==> src/rtl/fe_capture_ctrl_pkg.sv <==
// Shared definitions for the front-end capture controller: FIFO record commands,
// timestamp field lengths and controller state encodings.
package fe_capture_ctrl_pkg;

    localparam int unsigned FE_FIFO_SHORTTIME_LEN = 3;
    localparam int unsigned FE_FIFO_FULLTIME_LEN  = 16;
    localparam int unsigned FE_CAPTURE_LEN_WIDTH  = 24;

    localparam logic [1:0] FE_FIFO_CMD_DATA = 2'd0;
    localparam logic [1:0] FE_FIFO_CMD_STAT = 2'd1;
    localparam logic [1:0] FE_FIFO_CMD_TIME = 2'd2;

    typedef enum logic [1:0] {
        StIdle    = 2'd0,
        StArmed   = 2'd1,
        StCapture = 2'd2,
        StDone    = 2'd3
    } fe_cap_state_e;

endpackage

==> src/rtl/fe_capture_ctrl_if.sv <==
// Capture-controller bus: arm/event/command inputs from the formatter side and the
// registered FIFO write fields and status going back.
interface fe_capture_ctrl_if
    import fe_capture_ctrl_pkg::*;
#(
    parameter int unsigned pTIMESTAMP_FULL_WIDTH = FE_FIFO_FULLTIME_LEN,
    parameter int unsigned pCAPTURE_LEN_WIDTH    = FE_CAPTURE_LEN_WIDTH
);

    logic                             I_arm;
    logic [pCAPTURE_LEN_WIDTH-1:0]    I_capture_len;
    logic                             I_event;
    logic [1:0]                       I_data_cmd;
    logic                             I_fifo_write_allowed;

    logic [pTIMESTAMP_FULL_WIDTH-1:0] O_fifo_time;
    logic [1:0]                       O_fifo_command;
    logic                             O_fifo_wr;
    logic                             O_capturing;
    logic                             O_done;
    logic                             O_overflow;
    logic [pCAPTURE_LEN_WIDTH-1:0]    O_event_count;

    modport master (
        output I_arm, I_capture_len, I_event, I_data_cmd, I_fifo_write_allowed,
        input  O_fifo_time, O_fifo_command, O_fifo_wr, O_capturing, O_done, O_overflow,
               O_event_count
    );

    modport slave (
        input  I_arm, I_capture_len, I_event, I_data_cmd, I_fifo_write_allowed,
        output O_fifo_time, O_fifo_command, O_fifo_wr, O_capturing, O_done, O_overflow,
               O_event_count
    );

endinterface

==> src/rtl/fe_timestamp_counter.sv <==
// Inter-event timestamp counter: load-1 on each issued record, saturating increment,
// plus the compares the controller needs for TIME record insertion.
module fe_timestamp_counter #(
    parameter int unsigned FullWidth  = 16,
    parameter int unsigned ShortWidth = 3
) (
    input  logic                 clk_i,
    input  logic                 rst_ni,
    input  logic                 clear_i,
    input  logic                 load_one_i,
    input  logic                 inc_i,
    output logic [FullWidth-1:0] ts_o,
    output logic                 sat_o,
    output logic                 ge_short_o
);

    localparam logic [FullWidth-1:0] ShortMax = FullWidth'((1 << ShortWidth) - 1);

    logic [FullWidth-1:0] ts_q, ts_d;

    // Load-1 beats clear so the first issue after arming restarts timing at 1.
    always_comb begin
        ts_d = ts_q;
        if (load_one_i) begin
            ts_d = {{(FullWidth-1){1'b0}}, 1'b1};
        end else if (clear_i) begin
            ts_d = '0;
        end else if (inc_i && !sat_o) begin
            ts_d = ts_q + 1'b1;
        end
    end

    always_ff @(posedge clk_i or negedge rst_ni) begin
        if (!rst_ni) begin
            ts_q <= '0;
        end else begin
            ts_q <= ts_d;
        end
    end

    assign ts_o       = ts_q;
    assign sat_o      = &ts_q;
    assign ge_short_o = (ts_q >= ShortMax);

endmodule

==> src/rtl/fe_capture_ctrl.sv <==
// Front-end capture controller: arms on I_arm, delays events two cycles to line up with
// the formatter's data pipeline, and issues DATA/STAT/TIME writes into the sniff FIFO.
module fe_capture_ctrl
    import fe_capture_ctrl_pkg::*;
#(
    parameter int unsigned pTIMESTAMP_FULL_WIDTH  = FE_FIFO_FULLTIME_LEN,
    parameter int unsigned pTIMESTAMP_SHORT_WIDTH = FE_FIFO_SHORTTIME_LEN,
    parameter int unsigned pCAPTURE_LEN_WIDTH     = FE_CAPTURE_LEN_WIDTH
) (
    input  logic              fe_clk,
    input  logic              reset_n,
    fe_capture_ctrl_if.slave  bus
);

    localparam int unsigned TsW  = pTIMESTAMP_FULL_WIDTH;
    localparam int unsigned ShW  = pTIMESTAMP_SHORT_WIDTH;
    localparam int unsigned LenW = pCAPTURE_LEN_WIDTH;

    fe_cap_state_e   state_q, state_d;
    logic            arm_q;
    logic            ev_d1_q, ev_d1_d;
    logic            ev_d2_q, ev_d2_d;
    logic            started_q, started_d;
    logic [LenW-1:0] len_q, len_d;
    logic [LenW-1:0] cnt_q, cnt_d;
    logic [TsW-1:0]  time_q, time_d;
    logic [1:0]      cmd_q, cmd_d;
    logic            wr_q, wr_d;
    logic            done_q, done_d;
    logic            ovf_q, ovf_d;
    logic            capt_q, capt_d;

    logic [TsW-1:0]  ts;
    logic            ts_sat;
    logic            ts_ge_short;
    logic            ts_load_one;
    logic            ts_clear;
    logic            ts_inc;

    // ts stays at 0 until the first event of a capture has been issued.
    assign ts_clear = (state_q != StCapture);
    assign ts_inc   = started_q;

    fe_timestamp_counter #(
        .FullWidth  (TsW),
        .ShortWidth (ShW)
    ) u_ts (
        .clk_i      (fe_clk),
        .rst_ni     (reset_n),
        .clear_i    (ts_clear),
        .load_one_i (ts_load_one),
        .inc_i      (ts_inc),
        .ts_o       (ts),
        .sat_o      (ts_sat),
        .ge_short_o (ts_ge_short)
    );

    always_comb begin
        state_d     = state_q;
        ev_d1_d     = 1'b0;
        ev_d2_d     = 1'b0;
        started_d   = started_q;
        len_d       = len_q;
        cnt_d       = cnt_q;
        time_d      = time_q;
        cmd_d       = cmd_q;
        wr_d        = 1'b0;
        done_d      = 1'b0;
        ovf_d       = ovf_q | (wr_q & ~bus.I_fifo_write_allowed);
        ts_load_one = 1'b0;

        if (!bus.I_arm) begin
            // Dropping arm flushes the delay line and suppresses any write due now.
            state_d = StIdle;
            time_d  = '0;
            cmd_d   = FE_FIFO_CMD_DATA;
        end else begin
            unique case (state_q)
                StIdle: begin
                    if (!arm_q) begin
                        state_d = StArmed;
                        len_d   = bus.I_capture_len;
                        cnt_d   = '0;
                        ovf_d   = 1'b0;
                    end
                end
                StArmed: begin
                    if (bus.I_event) begin
                        state_d = StCapture;
                        ev_d1_d = 1'b1;
                    end
                end
                StCapture: begin
                    ev_d1_d = bus.I_event;
                    ev_d2_d = ev_d1_q;
                    if (ev_d2_q) begin
                        wr_d             = 1'b1;
                        cmd_d            = bus.I_data_cmd;
                        time_d           = '0;
                        time_d[ShW-1:0]  = ts[ShW-1:0];
                        ts_load_one      = 1'b1;
                        started_d        = 1'b1;
                        cnt_d            = cnt_q + 1'b1;
                        if ((len_q != '0) && (cnt_d == len_q)) begin
                            done_d  = 1'b1;
                            state_d = StDone;
                            ev_d1_d = 1'b0;
                            ev_d2_d = 1'b0;
                        end
                    end else if ((ev_d1_q && ts_ge_short) || ts_sat) begin
                        // Lookahead TIME record one cycle ahead of the event keeps the
                        // event's short time field in range without shifting it.
                        wr_d        = 1'b1;
                        cmd_d       = FE_FIFO_CMD_TIME;
                        time_d      = ts;
                        ts_load_one = 1'b1;
                    end
                end
                StDone: begin
                    state_d = StDone;
                end
                default: begin
                    state_d = StIdle;
                end
            endcase
        end

        if (state_d != StCapture) begin
            started_d = 1'b0;
        end
        capt_d = (state_d == StArmed) || (state_d == StCapture);
    end

    always_ff @(posedge fe_clk or negedge reset_n) begin
        if (!reset_n) begin
            state_q   <= StIdle;
            arm_q     <= 1'b0;
            ev_d1_q   <= 1'b0;
            ev_d2_q   <= 1'b0;
            started_q <= 1'b0;
            len_q     <= '0;
            cnt_q     <= '0;
            time_q    <= '0;
            cmd_q     <= '0;
            wr_q      <= 1'b0;
            done_q    <= 1'b0;
            ovf_q     <= 1'b0;
            capt_q    <= 1'b0;
        end else begin
            state_q   <= state_d;
            arm_q     <= bus.I_arm;
            ev_d1_q   <= ev_d1_d;
            ev_d2_q   <= ev_d2_d;
            started_q <= started_d;
            len_q     <= len_d;
            cnt_q     <= cnt_d;
            time_q    <= time_d;
            cmd_q     <= cmd_d;
            wr_q      <= wr_d;
            done_q    <= done_d;
            ovf_q     <= ovf_d;
            capt_q    <= capt_d;
        end
    end

    assign bus.O_fifo_time    = time_q;
    assign bus.O_fifo_command = cmd_q;
    assign bus.O_fifo_wr      = wr_q;
    assign bus.O_capturing    = capt_q;
    assign bus.O_done         = done_q;
    assign bus.O_overflow     = ovf_q;
    assign bus.O_event_count  = cnt_q;

endmodule

==> src/flat_wrapper.sv <==
// flat-port wrapper written by rule: the top's interface ports become plain ports
module fe_capture_ctrl_flat import fe_capture_ctrl_pkg::*;
#(
    parameter int unsigned pTIMESTAMP_FULL_WIDTH  = FE_FIFO_FULLTIME_LEN,
    parameter int unsigned pTIMESTAMP_SHORT_WIDTH = FE_FIFO_SHORTTIME_LEN,
    parameter int unsigned pCAPTURE_LEN_WIDTH     = FE_CAPTURE_LEN_WIDTH
)
  (fe_clk, reset_n, bus_I_arm, bus_I_capture_len, bus_I_event, bus_I_data_cmd, bus_I_fifo_write_allowed, bus_O_fifo_time, bus_O_fifo_command, bus_O_fifo_wr, bus_O_capturing, bus_O_done, bus_O_overflow, bus_O_event_count);
  fe_capture_ctrl_if #(.pTIMESTAMP_FULL_WIDTH(pTIMESTAMP_FULL_WIDTH), .pCAPTURE_LEN_WIDTH(pCAPTURE_LEN_WIDTH)) bus_i ();
  input  logic fe_clk;
  input  logic reset_n;
  input wire logic [$bits(bus_i.I_arm)-1:0] bus_I_arm;
  input wire logic [$bits(bus_i.I_capture_len)-1:0] bus_I_capture_len;
  input wire logic [$bits(bus_i.I_event)-1:0] bus_I_event;
  input wire logic [$bits(bus_i.I_data_cmd)-1:0] bus_I_data_cmd;
  input wire logic [$bits(bus_i.I_fifo_write_allowed)-1:0] bus_I_fifo_write_allowed;
  output wire logic [$bits(bus_i.O_fifo_time)-1:0] bus_O_fifo_time;
  output wire logic [$bits(bus_i.O_fifo_command)-1:0] bus_O_fifo_command;
  output wire logic [$bits(bus_i.O_fifo_wr)-1:0] bus_O_fifo_wr;
  output wire logic [$bits(bus_i.O_capturing)-1:0] bus_O_capturing;
  output wire logic [$bits(bus_i.O_done)-1:0] bus_O_done;
  output wire logic [$bits(bus_i.O_overflow)-1:0] bus_O_overflow;
  output wire logic [$bits(bus_i.O_event_count)-1:0] bus_O_event_count;
  assign bus_i.I_arm = bus_I_arm;
  assign bus_i.I_capture_len = bus_I_capture_len;
  assign bus_i.I_event = bus_I_event;
  assign bus_i.I_data_cmd = bus_I_data_cmd;
  assign bus_i.I_fifo_write_allowed = bus_I_fifo_write_allowed;
  assign bus_O_fifo_time = bus_i.O_fifo_time;
  assign bus_O_fifo_command = bus_i.O_fifo_command;
  assign bus_O_fifo_wr = bus_i.O_fifo_wr;
  assign bus_O_capturing = bus_i.O_capturing;
  assign bus_O_done = bus_i.O_done;
  assign bus_O_overflow = bus_i.O_overflow;
  assign bus_O_event_count = bus_i.O_event_count;
  fe_capture_ctrl #(.pTIMESTAMP_FULL_WIDTH(pTIMESTAMP_FULL_WIDTH), .pTIMESTAMP_SHORT_WIDTH(pTIMESTAMP_SHORT_WIDTH), .pCAPTURE_LEN_WIDTH(pCAPTURE_LEN_WIDTH)) u_core (.fe_clk(fe_clk), .reset_n(reset_n), .bus(bus_i));
endmodule
==> config.mk <==
export PLATFORM = sky130hd
export DESIGN_NAME = fe_capture_ctrl_flat
export DESIGN_NICKNAME = d
export VERILOG_FILES = /design/src/rtl/fe_capture_ctrl_pkg.sv /design/src/rtl/fe_capture_ctrl_if.sv /design/src/rtl/fe_timestamp_counter.sv /design/src/rtl/fe_capture_ctrl.sv /design/src/flat_wrapper.sv
export SDC_FILE = /design/constraint.sdc
export NUM_CORES = 1
export LEC_CHECK = 0
export ABC_AREA = 1
export BUFFER_PORTS_ARGS = -buffer_cell sky130_fd_sc_hd__clkbuf_2
export CAP_MARGIN = 20
export CORE_AREA = 10 10 121 123
export CTS_BUF_LIST = sky130_fd_sc_hd__clkbuf_4 sky130_fd_sc_hd__clkbuf_8
export CTS_CLUSTER_DIAMETER = 40
export DETAILED_ROUTE_END_ITERATION = 10
export DIE_AREA = 0 0 131 133
export MAX_ROUTING_LAYER = met4
export RECOVER_POWER = 25
export SLEW_MARGIN = 30
export SYNTH_ARGS = -nofsm -noshare
export SYNTH_HDL_FRONTEND = slang
export SYNTH_SLANG_ARGS = --single-unit
==> constraint.sdc <==
create_clock -name fe_clk -period 2.7 [get_ports fe_clk]
set_input_delay 0.54 -clock fe_clk [delete_from_list [all_inputs] [get_ports fe_clk]]
set_output_delay 0.54 -clock fe_clk [all_outputs]
set_load 0.02 [all_outputs]
Yosys cells after proc, flatten, opt, wreduce, memory -nomap -nowiden
Index checks and enable logic that the tools add are counted.
- logic and storage cells: 95
- input bits: 31
- memories: 0
- bits in writable memories: 0
- bits in registers: 92
- bits in latches: 0
- output and inout bits: 46
- memory bits (read-only): 0
- add/subtract/negate cells: 2
- $lt $le $gt $ge: 1
- reduce and logical (&&, ||, !) cells: 18
- bitwise logic cells: 4
- div/mod/pow operators: 0
- $mul: 0
- eq/ne operators: 12
- mux-type cells: 44
- shift operators: 0
- operator list (cell ; number):
    $mux 16 ; 7
    $mux 24 ; 2
    $pmux 24 s2 ; 1
    $add 24x1->24 const B ; 1
    $eq 24x24->1 ; 1
    $reduce_bool 24->1 ; 1
    $mux 1 ; 23
    $mux 2 ; 9
    $add 16x1->16 const B ; 1
    $ge 16x3->1 const B ; 1
    $reduce_and 16->1 ; 1
    $pmux 2 s4 ; 1
    $reduce_bool 2->1 ; 4
    $eq 2x2->1 const B ; 3
    $ne 2x2->1 const B ; 3
    $reduce_and 3->1 ; 2
    $eq 2x1->1 const B ; 2
    $ne 2x1->1 const B ; 2
    $reduce_and 4->1 ; 1
    $logic_and 1x1->1 ; 3
    $ne 3x1->1 const B ; 1
    $reduce_bool 3->1 ; 1
    $logic_not 2->1 ; 1
    $logic_or 1x1->1 ; 2
    other kinds (6) ; 7

Logic depth before layout (Yosys ltp)
- word-level depth: 10
- depth in mapped cells: 21
- mapped depth without buffers: 21

By module
A second synthesis with hierarchy kept.
- cell total of the unflattened synthesis: 754
- area, all modules: 5454.0 sq um
- modules (own cells, without submodules) (module ; area each (sq um) ; sequential area each (sq um) ; instances ; cells an instance):
    fe_capture_ctrl ; 4320.4 ; 1901.8 ; 1 ; 578
    fe_timestamp_counter ; 1133.6 ; 400.4 ; 1 ; 176

Worst setup path before layout
OpenSTA, ideal clock, no wires.
- path kind: reg2reg
- start point: register u_core.cnt_q[0], in the netlist u_core.bus.O_event_count[0]
- end point: register u_core.capt_q, in the netlist u_core.bus.O_capturing
- arrival time: 2.297 ns
- setup time: 0.113 ns
- buffers on the path: 0
- stages on the path, launching flop included: 17
- period minus slack after synthesis: 2.410 ns
- slack: 0.290 ns
- required time: 2.587 ns
- cells stage by stage: dfrtp_1 -> ha_1 -> nand2_2 -> nor2_4 -> nand2_1 -> nor2_1 -> nand2_1 -> xor3_1 -> nand3_1 -> nor2_2 -> nand2_2 -> nand2_2 -> nand2_2 -> nand2_1 -> nand2_1 -> ha_1 -> inv_1
- longest elaborated chain between the ends: 9
- elaborated cells between the ends (all ways): 10
- classes of those cells: 1 x add/sub; 3 x eq/ne; 4 x mux; 2 x reduce/logical
- RTL lines (what ; RTL line ; RTL):
    start: declaration ; fe_capture_ctrl.sv:25 ; logic [LenW-1:0] cnt_q, cnt_d;
    start signal: assignment ; fe_capture_ctrl.sv:156 ; cnt_q <= cnt_d;
    $add 24x1->24 * ; fe_capture_ctrl.sv:103 ; cnt_d = cnt_q + 1'b1;
    $eq 24x24->1 * ; fe_capture_ctrl.sv:104 ; if ((len_q != '0) && (cnt_d == len_q)) begin
    $logic_and 1x1->1 * ; fe_capture_ctrl.sv:104 ;
    $mux 2 * ; fe_capture_ctrl.sv:104 ;
    $mux 2 * ; fe_capture_ctrl.sv:96 ; if (ev_d2_q) begin
    $pmux 2 s4 * ; fe_capture_ctrl.sv:78 ; unique case (state_q)
    $mux 2 * ; fe_capture_ctrl.sv:72 ; if (!bus.I_arm) begin
    $eq 2x1->1 / $eq 2x2->1 (equally long branches) ; fe_capture_ctrl.sv:131 ; capt_d = (state_d == StArmed) || (state_d == StCapture);
    $logic_or 1x1->1 * ; fe_capture_ctrl.sv:131 ;
    net u_core.capt_d ; fe_capture_ctrl.sv:31 ; logic capt_q, capt_d;
    end signal: assignment ; fe_capture_ctrl.sv:162 ; capt_q <= capt_d;
    end: declaration ; fe_capture_ctrl.sv:31 ;
The timed path passes the listed nets; every way through them passes the cells marked *.
A chain may end at the register's enable or synchronous reset.

Final worst setup path
- start point: register u_core.cnt_q[1], in the netlist u_core.bus.O_event_count[1]
- end point: register u_core.capt_q, in the netlist u_core.bus.O_capturing
Same word-level chain as after synthesis.

==> results_dict.tcl <==
set metrics [dict create \
    layout-drive-gt1-share 0.1908 \
    dr.pass1.iters 5 \
    timing.fmax_mhz 407.1 \
    setup.worst_path.end_class "flop" \
    hp-class "in2async" \
    crit_path_frequent_cell "nand2_1" \
    leakagePower_nw 3.012 \
    tightest_slew_ns 1.286 \
    ys_seq_area_frac 0.4300 \
    max-cap-violations 0 \
    synth_enable_flop_cells 0 \
    clkSinkCount 92 \
    cts_tree "yes" \
    grt_usage 0.1837 \
    place_congestion 0.9478 \
    wl_per_cell_um 15.73 \
    die_w_um 131 \
    async_flop_share 1.000 \
    power_mw 4.036 \
    drc 0 \
    die_area_um2 17420 \
    ys_ff_latch 92 \
    grt_overflow_total 0 \
    setup_tns_ns 0 \
    synth_cells 713 \
    numCtsBuffers 9 \
    synth_top_cell_area_share 0.4300 \
    dpl-instance-area_um2 5966 \
    yosys.area_share.simple 0.3328 \
    dp_slack_ns 0.1777 \
    synth_compound_area_frac 0.1003 \
    final.min_clock_period_ns 2.457 \
    synthAdderAreaFrac 0.01636 \
    nets 835 \
    whs_ns 0.3435 \
    synth_ff_type "dfrtp_1" \
    arrival_ns 2.75 \
    synth_area_leaders "dfrtp_1 (43%), nand2_1 (14%), inv_1 (6.5%)" \
    cp.required_ns 3.00 \
    fin_crit_sh 0.9099 \
    cp_cell_sequence "ha_4 -> nand2_2 -> nor2_4 -> nand3_2 -> nor2_2 -> nand2_1 -> nand2_1 -> nand2_1 -> nand2_1 -> nand3_1 -> nor2_2 -> nand2_2 -> nand2_2 -> nand2_2 -> nand2_1 -> nand2_1 -> ha_1 -> inv_1" \
    root_buffer "clkbuf_8" \
    design_area_um2 6176 \
    fillers 1246 \
    synth-xor-area-share 0.01519 \
    htreeDepth 3 \
    grt_max_degree 51 \
    avgSynthCellArea_um2 7.509 \
    io_pins 77 \
    clk_latency_ns 0.39 \
    relSlewSlack 0.1427 \
    antenna_found_initial 1 \
    synth_top_family_by_area "simple AND/OR/NAND/NOR gates" \
    ys_warn_count 0 \
    cts.reportedPaths.clkPinSlew_ns 0.10 \
    max_stage_delay_ns 0.42 \
    worst_clock_skew_ns 0.01195 \
    setup_viol_count_final 0 \
    drt_iter0_drc 383 \
    rsz0062_at_grt "no" \
    outcome "complete, no violations" \
    p_per_area_nw_per_um2 653.5 \
    die_h_um 133 \
    viasPerCell 5.137 \
    dp_hpwl_um 11610 \
    grt_pass1_wl_um 24790 \
    synth_largest_area_cell "dfrtp_1" \
    cts_buffer_depth 2 \
    report.final.slew_viol_count 0 \
    crit_fanout 6 \
    ir_drop_mv 0.4041 \
    multi_input_area_um2 2614 \
    floorplan.initialDensity 0.4331 \
    final_cell_mix "nand2_1 (195), inv_1 (93), dfrtp_1 (88), nor2_1 (76), clkbuf_2 (76)" \
    synth_cell_types 46 \
    finalWorstSetupSlack_ns 0.2433 \
    synthesis.nets 751 \
    syn-cell-area_um2 5354 \
    start_kind "flop" \
    grt_pass1_vias 5045 \
    via_count 5009 \
    regArea_um2 2307 \
    ant_nets 0 \
    routed_wl_um 15330 \
    finalHoldViolations 0 \
    muxShareOfSynthArea 0.02080 \
    critPathSlowestCell "dfrtp_2" \
    fp-row-count 41 \
    areaGrowthSynthToFinish_pct 15.35 \
    coreArea_um2 12360 \
    layout_commonest_cell "nand2_1" \
    port_buffers 76 \
    criticalPathCategory "reg2reg" \
]
## final timing paths
kind | slack [ns] | to | cells after the start | startpoint
worst max-delay path | 0.24 | u_core.bus.O_capturing | 18 | u_core.bus.O_event_count[1]
worst min-delay path | 0.34 | u_core.bus.O_event_count[11] | 1 | reset_n
worst max register to register | 0.24 | u_core.bus.O_capturing | 18 | u_core.bus.O_event_count[1]
worst min register to register | 0.48 | u_core.bus.O_fifo_time[9] | 2 | u_core.bus.O_fifo_time[9]
max in group asynchronous | 0.46 | u_core.bus.O_event_count[0] | 2 | reset_n
min in group fe_clk | 0.36 | u_core.arm_q | 1 | bus_I_arm
## metal layers
metal	vias to the layer above	track usage	routed length, um
li1	2482	-	-
met2	138	0.2902	7383
met5	-	-	0
met1	2366	0.2220	6719
met4	0	0.05501	275
met3	23	0.05274	955
## sequential cells by signal, summed over array words and instances (netlist names), 2 cells and up
| name | count |
|---|---|
| u_core.bus.O_fifo_time | 16 |
| u_core.len_q | 24 |
| u_core.bus.O_fifo_command | 2 |
| u_core.state_q | 2 |
| u_core.bus.O_event_count | 24 |
| u_core.u_ts.ts_o | 16 |
## final cells by class
cell class / count / share of cell area
Clock inverter: 4 / 0.005267
Timing Repair Buffer: 90 / 0.07800
Multi-Input combinational cell: 507 / 0.4232
Sequential cell: 92 / 0.3736
Tap cell: 172 / 0.03485
Clock buffer: 12 / 0.02573
Antenna cell: 1 / 0.0004052
Inverter: 97 / 0.05895
## per-stage QoR
step	cells	util
CTS	972	0.4980
global placement	956	0.4825
floorplan	713	-
detailed placement	956	0.4825
global route	975	0.4995
finish	975	0.4995
## critical path, delay by kind of cell (launching register included)
family                   cells  cell delay (ns)
flip-flops                   1             0.42
AND/OR/NAND/NOR             15             1.45
buffers and inverters        1             0.04
adder cells (fa/ha/maj)      2             0.44
## cell families after synthesis
kind of cell / after synthesis
simple gates: 396
buf+inv: 114
flops: 92
compound gates: 88
mux: 10
fa+ha+maj: 7
xor+xnor: 6
## cell usage after synthesis, types with 2 or more instances
cell type / n
a31oi_1: 2
nor2_4: 5
buf_6: 2
nor3b_1: 3
buf_2: 5
xor2_1: 3
mux2_2: 9
o22ai_1: 16
o21ai_0: 15
o21ai_1: 2
ha_1: 7
nand4_1: 11
inv_2: 3
nor2_1: 77
nand3_2: 3
nand3_1: 62
nand3b_1: 7
clkbuf_1: 8
nor4_1: 6
nand2_2: 11
nand2_1: 195
o31ai_1: 5
a21oi_1: 35
o211ai_1: 3
nor2_2: 5
dfrtp_1: 92
o311ai_0: 4
nor3_1: 7
inv_1: 93
## power breakdown
group	internal, mW	switching, mW	total, mW	leakage [nW]
registers	1.59	0.231	1.83	1.21
clock network	0.401	0.540	0.941	0.0926
logic	0.479	0.790	1.27	1.71
## timing repair
action / CTS / global route
gates resized for setup: 0 / 7
setup endpoints to repair: 0 / 2
setup buffers: 0 / 2
hold buffers: 0 / 0
Note: power is estimated with default switching activity, not from simulation.
